[src/rtl/ro_freq_counter_if.sv]
// ro_freq_counter_if: request/result handshake bundle for the ring-oscillator frequency counter
interface ro_freq_counter_if #(parameter int CNT_W = 16, parameter int GATE_W = 16);
  logic              start;
  logic [GATE_W-1:0] gate_len;
  logic              busy;
  logic [CNT_W-1:0]  count;
  logic              overflow;
  logic              valid;
  logic              ready;
  modport master(output start, gate_len, ready, input busy, count, overflow, valid);
  modport slave(input start, gate_len, ready, output busy, count, overflow, valid);
endinterface

[src/rtl/ro_freq_counter.sv]
// ro_freq_counter: counts synchronized ring-oscillator rising edges over a programmable clk window
module ro_freq_counter #(
  parameter int CNT_W         = 16,
  parameter int GATE_W        = 16,
  parameter int SETTLE_CYCLES = 4
) (
  input  logic              clk,
  input  logic              rst_n,
  input  logic              ro_in,
  output logic              ro_en,
  ro_freq_counter_if.slave  bus
);
  localparam int SW = $clog2(SETTLE_CYCLES + 1);
  typedef enum logic [1:0] {IDLE, SETTLE, MEASURE, DONE} state_t;
  state_t state_q, state_d;
  (* ASYNC_REG = "TRUE", DONT_TOUCH = "TRUE" *) logic sq1_q;
  (* ASYNC_REG = "TRUE", DONT_TOUCH = "TRUE" *) logic sq2_q;
  logic              sq1_d, sq2_d, rise, overflow_q, overflow_d;
  logic [SW-1:0]     settle_q, settle_d;
  logic [GATE_W-1:0] gate_q, gate_d, gate_len_q, gate_len_d;
  logic [CNT_W-1:0]  cnt_q, cnt_d, count_q, count_d, cnt_inc;
  always_comb begin
    sq1_d      = ro_in;
    sq2_d      = sq1_q;
    rise       = sq1_q & ~sq2_q;
    cnt_inc    = &cnt_q ? cnt_q : cnt_q + CNT_W'(rise);
    state_d    = state_q;
    settle_d   = settle_q;
    gate_d     = gate_q;
    gate_len_d = gate_len_q;
    cnt_d      = cnt_q;
    count_d    = count_q;
    overflow_d = overflow_q;
    case (state_q)
      IDLE: if (bus.start) begin
        state_d    = SETTLE;
        gate_len_d = bus.gate_len;
        settle_d   = '0;
        count_d    = '0;
        overflow_d = 1'b0;
      end
      SETTLE: if (settle_q == SW'(SETTLE_CYCLES - 1)) begin
        state_d = (gate_len_q == '0) ? DONE : MEASURE;
        cnt_d   = '0;
        gate_d  = '0;
      end else settle_d = settle_q + 1'b1;
      MEASURE: begin
        cnt_d      = cnt_inc;
        overflow_d = overflow_q | (&cnt_q & rise);
        gate_d     = gate_q + 1'b1;
        if (gate_q == gate_len_q - 1'b1) begin
          state_d = DONE;
          count_d = cnt_inc;
        end
      end
      DONE: if (bus.ready) state_d = IDLE;
      default: state_d = IDLE;
    endcase
  end
  always_ff @(posedge clk) begin
    if (!rst_n) begin
      state_q    <= IDLE;
      sq1_q      <= 1'b0;
      sq2_q      <= 1'b0;
      settle_q   <= '0;
      gate_q     <= '0;
      gate_len_q <= '0;
      cnt_q      <= '0;
      count_q    <= '0;
      overflow_q <= 1'b0;
    end else begin
      state_q    <= state_d;
      sq1_q      <= sq1_d;
      sq2_q      <= sq2_d;
      settle_q   <= settle_d;
      gate_q     <= gate_d;
      gate_len_q <= gate_len_d;
      cnt_q      <= cnt_d;
      count_q    <= count_d;
      overflow_q <= overflow_d;
    end
  end
  assign ro_en        = (state_q == SETTLE) || (state_q == MEASURE);
  assign bus.busy     = state_q != IDLE;
  assign bus.valid    = state_q == DONE;
  assign bus.count    = count_q;
  assign bus.overflow = overflow_q;
endmodule

[src/flat_wrapper.sv]
// flat-port wrapper written by rule: the top's interface ports become plain ports
module ro_freq_counter_flat 
#(
  parameter int CNT_W         = 16,
  parameter int GATE_W        = 16,
  parameter int SETTLE_CYCLES = 4
)
  (clk, rst_n, ro_in, ro_en, bus_start, bus_gate_len, bus_ready, bus_busy, bus_count, bus_overflow, bus_valid);
  ro_freq_counter_if #(.CNT_W(CNT_W), .GATE_W(GATE_W)) bus_i ();
  input  logic clk;
  input  logic rst_n;
  input  logic ro_in;
  output logic ro_en;
  input wire logic [$bits(bus_i.start)-1:0] bus_start;
  input wire logic [$bits(bus_i.gate_len)-1:0] bus_gate_len;
  input wire logic [$bits(bus_i.ready)-1:0] bus_ready;
  output wire logic [$bits(bus_i.busy)-1:0] bus_busy;
  output wire logic [$bits(bus_i.count)-1:0] bus_count;
  output wire logic [$bits(bus_i.overflow)-1:0] bus_overflow;
  output wire logic [$bits(bus_i.valid)-1:0] bus_valid;
  assign bus_i.start = bus_start;
  assign bus_i.gate_len = bus_gate_len;
  assign bus_i.ready = bus_ready;
  assign bus_busy = bus_i.busy;
  assign bus_count = bus_i.count;
  assign bus_overflow = bus_i.overflow;
  assign bus_valid = bus_i.valid;
  ro_freq_counter #(.CNT_W(CNT_W), .GATE_W(GATE_W), .SETTLE_CYCLES(SETTLE_CYCLES)) u_core (.clk(clk), .rst_n(rst_n), .ro_in(ro_in), .ro_en(ro_en), .bus(bus_i));
endmodule
[config.mk]
export PLATFORM = sky130hd
export DESIGN_NAME = ro_freq_counter_flat
export DESIGN_NICKNAME = d
export VERILOG_FILES = /design/src/rtl/ro_freq_counter_if.sv /design/src/rtl/ro_freq_counter.sv /design/src/flat_wrapper.sv
export SDC_FILE = /design/constraint.sdc
export NUM_CORES = 1
export LEC_CHECK = 0
export BUFFER_PORTS_ARGS = -buffer_cell sky130_fd_sc_hd__buf_2
export CORE_MARGIN = 8
export CORE_UTILIZATION = 32
export CTS_CLUSTER_SIZE = 12
export DETAILED_ROUTE_END_ITERATION = 10
export SYNTH_ARGS = -nofsm -noshare
export SYNTH_HDL_FRONTEND = slang
export SYNTH_SLANG_ARGS = --single-unit
[constraint.sdc]
create_clock -name clk -period 2.8 [get_ports clk]
set_input_delay 0.56 -clock clk [delete_from_list [all_inputs] [get_ports clk]]
set_output_delay 0.56 -clock clk [all_outputs]
set_load 0.01 [all_outputs]
# Yosys cells after proc, flatten, opt, wreduce, memory -nomap -nowiden

Index checks and enable logic that the tools add are counted.

Output and inout port bits: 20
Bits of input ports: 21
Logic and storage cells: 59
Register bits after elaboration: 72

Bitwise logic cells: 4
Reduce and logical (&&, ||, !) cells: 14
Equal/unequal tests: 10
Muxes and demuxes: 18
Add/subtract/negate cells: 4

Operators with widths:

| kind                                                 | count |
|---|---|
| one-hot mux 16 bit (2 select lines)                  | 3 |
| two-way mux 16 bit                                   | 4 |
| adder 16 x 1 -> 16 bit                               | 1 |
| adder 16 x 1 -> 16 bit (second input constant)       | 1 |
| equality test 16 bit                                 | 1 |
| logical NOT 16 bit                                   | 1 |
| AND reduction 16 bit                                 | 1 |
| subtractor 16 x 1 -> 16 bit (second input constant)  | 1 |
| two-way mux 2 bit                                    | 4 |
| one-hot mux 2 bit (4 select lines)                   | 1 |
| nonzero test 2 bit                                   | 4 |
| two-way mux 3 bit                                    | 2 |
| != test 2 bit (second input constant)                | 3 |
| one-hot mux 3 bit (2 select lines)                   | 1 |
| AND reduction 2 bit                                  | 3 |
| AND reduction 3 bit                                  | 2 |
| equality test 2 bit (second input constant)          | 2 |
| != test 2 x 1 -> 1 bit (second input constant)       | 2 |
| AND reduction 4 bit                                  | 1 |
| adder 3 x 1 -> 3 bit (second input constant)         | 1 |
| equality test 3 x 2 -> 1 bit (second input constant) | 1 |
| bitwise AND 1 bit                                    | 2 |
| equality test 2 x 1 -> 1 bit (second input constant) | 1 |
| logical NOT 2 bit                                    | 1 |
| 5 further kinds                                      | 6 |

# Logic depth before layout (Yosys ltp)

Gate-level depths: netlist of the first run.

Depth in word-level cells: 6
Gate-level depth with buffers: 11
Mapped depth without buffers: 9

# Worst setup path after synthesis of the first run

Ideal clock, no wire load.

Path kind: register to register
From: register u_core.gate_len_q[2]
To: register u_core.count_q[8] (netlist: u_core.bus.count[8])
Path slack: 300 ps
Period minus slack after synthesis: 2500 ps
Data arrival time: 2380 ps
Buffers on the path: 1
Required time: 2680 ps
Cell stages (with the launch flop): 9
Library setup time: 120 ps
Path through: dfxtp_1 > or3_1 > or3_1 > a2111oi_2 > nand4_1 > o41ai_2 > a21oi_2 > buf_6 > o2bb2ai_2

Longest elaborated chain between the ends: 4

Ends and longest elaborated chain:

| element                                 | line                  | source |
|---|---|---|
| start: declaration                      | ro_freq_counter.sv:20 | `logic [GATE_W-1:0] gate_q, gate_d, gate_len_q, gate_len_d;` |
| start signal: assignment                | ro_freq_counter.sv:77 | `gate_len_q <= gate_len_d;` |
| subtractor 16 x 1 -> 16 bit             | ro_freq_counter.sv:51 | `if (gate_q == gate_len_q - 1'b1) begin` |
| equality test 16 bit                    | ro_freq_counter.sv:51 |  |
| != test 2 x 1 -> 1 bit (no source line) | --                    |  |
| AND reduction 3 bit (no source line)    | --                    |  |
| end signal: assignment                  | ro_freq_counter.sv:79 | `count_q <= count_d;` |
| end: declaration                        | ro_freq_counter.sv:21 | `logic [CNT_W-1:0] cnt_q, cnt_d, count_q, count_d, cnt_inc;` |

No other way between the ends.
A chain may end at the register's enable or synchronous reset.

# Final worst setup path of the first run

From: register u_core.gate_len_q[3]
To: register u_core.count_q[9] (netlist: u_core.bus.count[9])

Same word-level chain as after synthesis.

==> results of run 1 <==
-- layout make-up --
type,instances,share of cell area
clock buffers,11,0.04967
flip-flops and latches,72,0.3079
repair buffers,56,0.07183
clock inverters,4,0.01495
well taps,147,0.03925
multi-input cells,348,0.5068
inverters,12,0.009613
-- routing by layer --
metal	track usage	share of wire
met1	0.1416	0.45
met2	0.2115	0.49
met3	0.03544	0.046
met4	0.03963	0.011
met5	0	0
-- where the power goes --
group / internal [µW] / switching, µW
combinational: 485 / 714
sequential: 1090 / 81.9
clock: 772 / 421
-- worst max-delay path: stages, from the launching register on --
cell	delay [ns]
sky130_fd_sc_hd__dfxtp_1	0.36
sky130_fd_sc_hd__or3_4	0.39
sky130_fd_sc_hd__or3_4	0.41
sky130_fd_sc_hd__a2111oi_4	0.30
sky130_fd_sc_hd__nand4_1	0.26
sky130_fd_sc_hd__o41ai_4	0.43
sky130_fd_sc_hd__buf_6	0.19
sky130_fd_sc_hd__a21oi_4	0.13
sky130_fd_sc_hd__o2bb2ai_2	0.15
-- kinds of logic after synthesis --
| logic type | count (synthesis) | share of synthesized area |
|---|---|---|
| fa+ha+maj | 10 | 0.03223 |
| flops | 72 | 0.3713 |
| simple gates | 191 | 0.2501 |
| mux | 6 | 0.01644 |
| xor+xnor | 45 | 0.1051 |
| compound gates | 95 | 0.1882 |
| buf+inv | 33 | 0.03674 |
-- registers in the layout (all words and copies together), names as in the netlist --
signal,count
u_core.bus.count,16
u_core.bus.overflow,1
u_core.cnt_q,16
u_core.gate_len_q,16
u_core.gate_q,16
u_core.settle_q,3
u_core.sq1_q,1
u_core.sq2_q,1
u_core.state_q,2
-- timing repair --
action / in CTS / in global routing
pin swaps: 0 / 6
endpoints found under the setup margin: 16 / 18
setup buffers: 0 / 1
cloned: 0 / 1
gates resized for setup: 2 / 10
-- placed cells by master (no fill, tap or decap), types with 3 or more instances in the layout --
cell	n
sky130_fd_sc_hd__dfxtp_1	71
sky130_fd_sc_hd__a21oi_4	3
sky130_fd_sc_hd__nor2b_1	6
sky130_fd_sc_hd__a21oi_1	42
sky130_fd_sc_hd__nor4_2	3
sky130_fd_sc_hd__and2_1	3
sky130_fd_sc_hd__or3_1	5
sky130_fd_sc_hd__clkbuf_16	9
sky130_fd_sc_hd__inv_1	11
sky130_fd_sc_hd__buf_2	40
sky130_fd_sc_hd__mux2_2	3
sky130_fd_sc_hd__o21ai_0	6
sky130_fd_sc_hd__buf_4	14
sky130_fd_sc_hd__nor2_1	40
sky130_fd_sc_hd__nor3_1	14
sky130_fd_sc_hd__nand3_1	21
sky130_fd_sc_hd__xnor2_1	21
sky130_fd_sc_hd__and3_1	6
sky130_fd_sc_hd__o2bb2ai_1	6
sky130_fd_sc_hd__xor2_1	23
sky130_fd_sc_hd__nand4_1	11
sky130_fd_sc_hd__nor3b_1	3
sky130_fd_sc_hd__a21o_1	8
sky130_fd_sc_hd__and4_1	3
sky130_fd_sc_hd__nand2b_1	7
sky130_fd_sc_hd__nand2_1	53
sky130_fd_sc_hd__ha_1	9
sky130_fd_sc_hd__mux2i_1	3
sky130_fd_sc_hd__o2bb2ai_2	10
-- how the worst max path moves through the flow --
stage                                end
finish               u_core.bus.count[9]
global route         u_core.bus.count[6]
CTS                  u_core.bus.count[5]
detailed placement  u_core.bus.count[10]
global placement     u_core.bus.count[8]
floorplan            u_core.bus.count[8]
-- stage by stage --
step	cell area, µm²	instances	total power (µW)
after global placement	4294	633	2268
after CTS	4616	648	3525
after floorplan	3882	452	1968
after global routing	4686	650	3754
after detailed placement	4294	633	2295
final	4686	650	3560
==> impl_metrics.sql, run 1 <==
INSERT INTO impl_metrics (metric_group, metric, value, unit) VALUES
('cells_and_area', 'fin_util', '0.3934', ''),
('global_route', 'initial_antenna_violation_count', '0', ''),
('detailed_routing', 'route.vias.total', '3369', ''),
('global_route', 'gr-total-overflow', '0', ''),
('global_route', 'first_global_vias', '3268', ''),
('cts', 'insertion_delay', '0.33', 'ns'),
('synth', 'post_synthesis_sequential_area_ratio', '0.3713', ''),
('run', 'timing.max_cap.violations', '0', ''),
('min_path', 'min_path_cells', '2', ''),
('sta', 'final.setup_skew', '0.005861', 'ns'),
('synth', 'postSynthRegisterBits', '72', ''),
('cells_and_area', 'count_of_antenna_diodes_in_the_layout', '0', ''),
('sta', 'final_max_slew_viol_count', '0', ''),
('sta', 'timing.slew.headroom', '0.5962', ''),
('floorplanning', 'fp.dieArea', '15910', 'µm²'),
('setup_path', 'start_kind', 'register', ''),
('global_route', 'global_route_wire_length_before_repair', '15960', 'µm'),
('detailed_routing', 'postRouteWirelength', '9870', 'µm'),
('setup_path', 'r2r_start', 'u_core.gate_len_q[3]', ''),
('cts', 'max-clock-path-buffers', '2', ''),
('cells_and_area', 'area.growth.synth_to_final', '20.69', '%'),
('setup_path', 'worst-r2r-setup-slack', '0.07', 'ns'),
('detailed_routing', 'detail_route.wl_per_cell', '15.18', 'µm'),
('synth', 'post_synth_main_area_contributors', 'sky130_fd_sc_hd__dfxtp_1 37%, sky130_fd_sc_hd__a21oi_1 5.4%, sky130_fd_sc_hd__xor2_1 5.2%', ''),
('cts', 'cts.sink_count', '72', ''),
('min_path', 'worst_case_hold_path_end_point', 'u_core.sq1_q', ''),
('sta', 'hold_ws', '0.4320', 'ns'),
('synth', 'synthFlopType', 'sky130_fd_sc_hd__dfxtp_1', ''),
('synth', 'synth_most_common_cell', 'sky130_fd_sc_hd__dfxtp_1', ''),
('placement', 'post-place-ws', '-0.04143', 'ns'),
('placement', 'finalWeightedCongestion', '0.8162', ''),
('sta', 'total_negative_setup_slacks', '0', 'ns'),
('sta', 'final_hold_violation_count', '0', ''),
('floorplanning', 'core', '11910', 'µm²'),
('cells_and_area', 'final_layout_size_suffix_gt1_frac', '0.2028', ''),
('setup_path', 'timing.reg2reg.worst_path_depth', '8', ''),
('global_route', 'grt_use_total', '0.1222', ''),
('synth', 'synth_top_area_cell', 'sky130_fd_sc_hd__dfxtp_1', ''),
('setup_path', 'crit_path_max_fanout', '8', ''),
('cts', 'quantity_of_hold_fixing_buffers_added_after_cts', '0', ''),
('synth', 'synth-edff-count', '0', ''),
('cts', 'clkTransAtPathRegs', '0.06', 'ns'),
('detailed_routing', 'firstDrtPassIters', '4', ''),
('min_path', 'hp-class', 'in -> reg', ''),
('floorplanning', 'ioPinCount', '41', ''),
('sta', 'fmax', '366.9', 'MHz'),
('cts', 'cts_root_buf', 'sky130_fd_sc_hd__clkbuf_16', ''),
('cells_and_area', 'nNetsFinal', '530', ''),
('power_and_ir_drop', 'power_per_cell_area', '759.7', 'nW/µm²'),
('setup_path', 'setup.worst_path.class', 'reg -> reg', ''),
('placement', 'place.detailed.hpwl', '6926', 'µm'),
('detailed_routing', 'remaining_drc_errors', '0', ''),
('synth', 'netlist_instances', '452', ''),
('power_and_ir_drop', 'cellLeakagePower', '0.001766', 'µW'),
('detailed_routing', 'drt_first_iter_violations', '189', ''),
('synth', 'synth_cell_type_count', '59', ''),
('synth', 'syn_nets', '483', ''),
('detailed_routing', 'via_per_inst', '5.183', ''),
('synth', 'mappedNetlistArea', '3882', 'µm²'),
('power_and_ir_drop', 'ir_drop', '373.4', 'µV'),
('floorplanning', 'die_height', '126.2', 'µm'),
('placement', 'placement.io_buffers', '40', ''),
('sta', 'final_ws_setup', '0.07468', 'ns'),
('run_status', 'outcome', 'finished clean', ''),
('sta', 'setup_viol', '0', ''),
('global_route', 'grt_max_degree', '37', ''),
('sta', 'min_period_over_period', '0.9733', ''),
('cts', 'cts_buffers', '9', ''),
('synth', 'async_flop_share', '0', ''),
('setup_path', 'worstPathRequired', '3.03', 'ns'),
('floorplanning', 'floorplan.die.width', '126.2', 'µm');
No activity file was read; power rests on OpenSTA's default activity.
==> run 2: changes to the inputs <==
==> constraint.sdc (replaced) <==
create_clock -name clk -period 2.5 [get_ports clk]
set_input_delay 0.5 -clock clk [delete_from_list [all_inputs] [get_ports clk]]
set_output_delay 0.5 -clock clk [all_outputs]
set_load 0.01 [all_outputs]
==> impl_metrics.sql, run 2 (synthesis results as in run 1) <==
INSERT INTO impl_metrics (metric_group, metric, value, unit) VALUES
('floorplanning', 'floorplan.initialDensity', '0.3259', ''),
('cells_and_area', 'fin_util', '0.3955', ''),
('setup_path', 'critical_path.slowest_cell', 'sky130_fd_sc_hd__o41ai_4', ''),
('placement', 'place.detailed.hpwl', '7072', 'µm'),
('detailed_routing', 'postRouteWirelength', '9690', 'µm'),
('floorplanning', 'fp.dieArea', '15910', 'µm²'),
('cells_and_area', 'count_of_antenna_diodes_in_the_layout', '0', ''),
('sta', 'final_ws_setup', '-0.1181', 'ns'),
('floorplanning', 'floorplan.die.width', '126.2', 'µm'),
('sta', 'fmax', '382.0', 'MHz'),
('cts', 'insertion_delay', '0.33', 'ns'),
('sta', 'hold_ws', '0.3908', 'ns'),
('global_route', 'initial_antenna_violation_count', '0', ''),
('detailed_routing', 'drt_first_iter_violations', '158', ''),
('setup_path', 'worstPathRequired', '2.72', 'ns'),
('placement', 'placement.io_buffers', '40', ''),
('run', 'timing.max_cap.violations', '0', ''),
('sta', 'final.setup_skew', '0.007489', 'ns'),
('power_and_ir_drop', 'cellLeakagePower', '0.001806', 'µW'),
('cts', 'cts.sink_count', '72', ''),
('run_status', 'violations', 'setup timing', ''),
('global_route', 'grt_max_degree', '23', ''),
('setup_path', 'endpoint_kind', 'register', ''),
('cells_and_area', 'final_layout_size_suffix_gt1_frac', '0.2094', ''),
('sta', 'timing.slew.headroom', '0.5532', ''),
('global_route', 'first_global_vias', '3352', ''),
('floorplanning', 'placementRows', '40', ''),
('cells_and_area', 'area.growth.synth_to_final', '21.33', '%'),
('detailed_routing', 'via_per_inst', '5.170', ''),
('detailed_routing', 'route.vias.total', '3402', ''),
('cts', 'tritoncts', 'built', ''),
('detailed_routing', 'postRouteAntennaNets', '0', ''),
('sta', 'final_max_slew_viol_count', '0', ''),
('setup_path', 'crit_path_max_fanout', '16', ''),
('cells_and_area', 'design_area', '4711', 'µm²'),
('run_status', 'outcome', 'complete, but fails checks', ''),
('floorplanning', 'ioPinCount', '41', ''),
('sta', 'final_hold_violation_count', '0', ''),
('setup_path', 'crit_path_cell_trace', 'or3_1 > or3_1 > a2111oi_2 > nand4_1 > o41ai_4 > a21oi_2 > buf_12 > o2bb2ai_1', ''),
('cts', 'depth_of_the_cts_h_tree', '3', ''),
('detailed_routing', 'firstDrtPassIters', '4', ''),
('sta', 'period_needed', '2.618', 'ns'),
('power_and_ir_drop', 'power_per_cell_area', '833.1', 'nW/µm²'),
('cells_and_area', 'nNetsFinal', '537', ''),
('sta', 'grt_setup_unrepaired', 'yes', ''),
('sta', 'setup_viol', '16', ''),
('detailed_routing', 'remaining_drc_errors', '0', ''),
('setup_path', 'critPathTopFamily', 'simple AND/OR/NAND/NOR gates', ''),
('sta', 'min_period_over_period', '1.047', ''),
('detailed_routing', 'detail_route.wl_per_cell', '14.73', 'µm'),
('setup_path', 'timing.critical_path.slowest_cell_delay', '0.41', 'ns'),
('global_route', 'grt_use_total', '0.1262', ''),
('power_and_ir_drop', 'overall_power', '3925', 'µW'),
('cells_and_area', 'mostFrequentLayoutCells', '72 x sky130_fd_sc_hd__dfxtp_1, 53 x sky130_fd_sc_hd__nand2_1, 42 x sky130_fd_sc_hd__a21oi_1, 40 x sky130_fd_sc_hd__nor2_1, 40 x sky130_fd_sc_hd__buf_2', ''),
('placement', 'finalWeightedCongestion', '0.7981', ''),
('setup_path', 'start_kind', 'register', ''),
('setup_path', 'worst-r2r-setup-slack', '-0.12', 'ns'),
('global_route', 'global_route_wire_length_before_repair', '16600', 'µm'),
('global_route', 'gr-total-overflow', '0', ''),
('cts', 'clkTransAtPathRegs', '0.05', 'ns'),
('cts', 'post_cts_buffers', '0', ''),
('power_and_ir_drop', 'ir_drop', '364.7', 'µV'),
('floorplanning', 'die_height', '126.2', 'µm'),
('setup_path', 'cp.buffers_inverters', '1', ''),
('placement', 'post-place-ws', '-0.07860', 'ns'),
('placement', 'placedInstanceArea', '4374', 'µm²'),
('cts', 'cts_root_buf', 'sky130_fd_sc_hd__clkbuf_16', ''),
('setup_path', 'path_common_cell', 'sky130_fd_sc_hd__or3_1', ''),
('setup_path', 'setup.worst_path.class', 'reg -> reg', ''),
('cells_and_area', 'final_common_cell', 'sky130_fd_sc_hd__dfxtp_1', ''),
('cts', 'max-clock-path-buffers', '2', ''),
('floorplanning', 'core', '11910', 'µm²'),
('setup_path', 'cp_data_arrival_time', '2.83', 'ns'),
('cts', 'cts_buffers', '9', ''),
('sta', 'worst_pin_slew', '0.6685', 'ns'),
('cells_and_area', 'filler_cell_count', '1207', ''),
('min_path', 'hp-class', 'in -> reg', '');
[run 2: cell types whose count changed in the layout (fill, tap and decap cells not counted), moves of 2 or more]
cell                       delta
sky130_fd_sc_hd__a21oi_4      -2
sky130_fd_sc_hd__buf_4        +8
sky130_fd_sc_hd__or3_4        -2
sky130_fd_sc_hd__or3_1        +2
sky130_fd_sc_hd__clkbuf_8     +2
[run 2: where the power goes]
part	leakage [µW]	switching [µW]	internal (µW)	total, µW
registers	0.000583	73.1	1220	1290
logic	0.00107	795	558	1350
clock network	0.000150	459	824	1280
[run 2: routing by layer]
metal | track usage | vias up | wire length [µm]
met3 | 0.03080 | 10 | 288
li1 | - | 1708 | -
met4 | 0.03892 | 0 | 104
met5 | 0 | - | 0
met2 | 0.2181 | 51 | 4804
met1 | 0.1508 | 1633 | 4493
[run 2: cell type report]
class	instances	area (µm²)	share of cell area
multi-input combinational	347	2335	0.4956
timing repair buffer	64	405.4	0.08606
clock inverter	3	40.04	0.008499
sequential	72	1441	0.3060
tap	147	183.9	0.03904
inverter	12	45.04	0.009562
clock buffer	13	260.3	0.05525
[run 2: timing repair]
item                       4_1_cts  5_1_grt
setup endpoints to repair       18       18
gates cloned                     0        0
resized for setup                0        5
hold buffers                     0        0
pin swaps                        0        3
[run 2: worst paths after layout]
| kind | from | to | depth (start not counted) |
|---|---|---|---|
| worst min-delay path | ro_in | u_core.sq1_q | 2 |
| worst max register to register | u_core.gate_len_q[2] | u_core.bus.count[4] | 8 |
| worst max-delay path | u_core.gate_len_q[2] | u_core.bus.count[4] | 8 |
| worst min register to register | u_core.sq1_q | u_core.sq2_q | 1 |
[run 2: worst reg2reg max path: stages (launching register included)]
cell                        delay, ns
sky130_fd_sc_hd__dfxtp_1         0.30
sky130_fd_sc_hd__or3_1           0.38
sky130_fd_sc_hd__or3_1           0.39
sky130_fd_sc_hd__a2111oi_2       0.35
sky130_fd_sc_hd__nand4_1         0.25
sky130_fd_sc_hd__o41ai_4         0.41
sky130_fd_sc_hd__a21oi_2         0.12
sky130_fd_sc_hd__buf_12          0.18
sky130_fd_sc_hd__o2bb2ai_1       0.12
[run 2: through the flow]
step / cells / setup TNS (ns)
after floorplan: 452 / 0
after global placement: 642 / -0.8045
after detailed placement: 642 / -1.185
after CTS: 658 / -1.534
after global routing: 658 / -4.382
final: 658 / -1.786
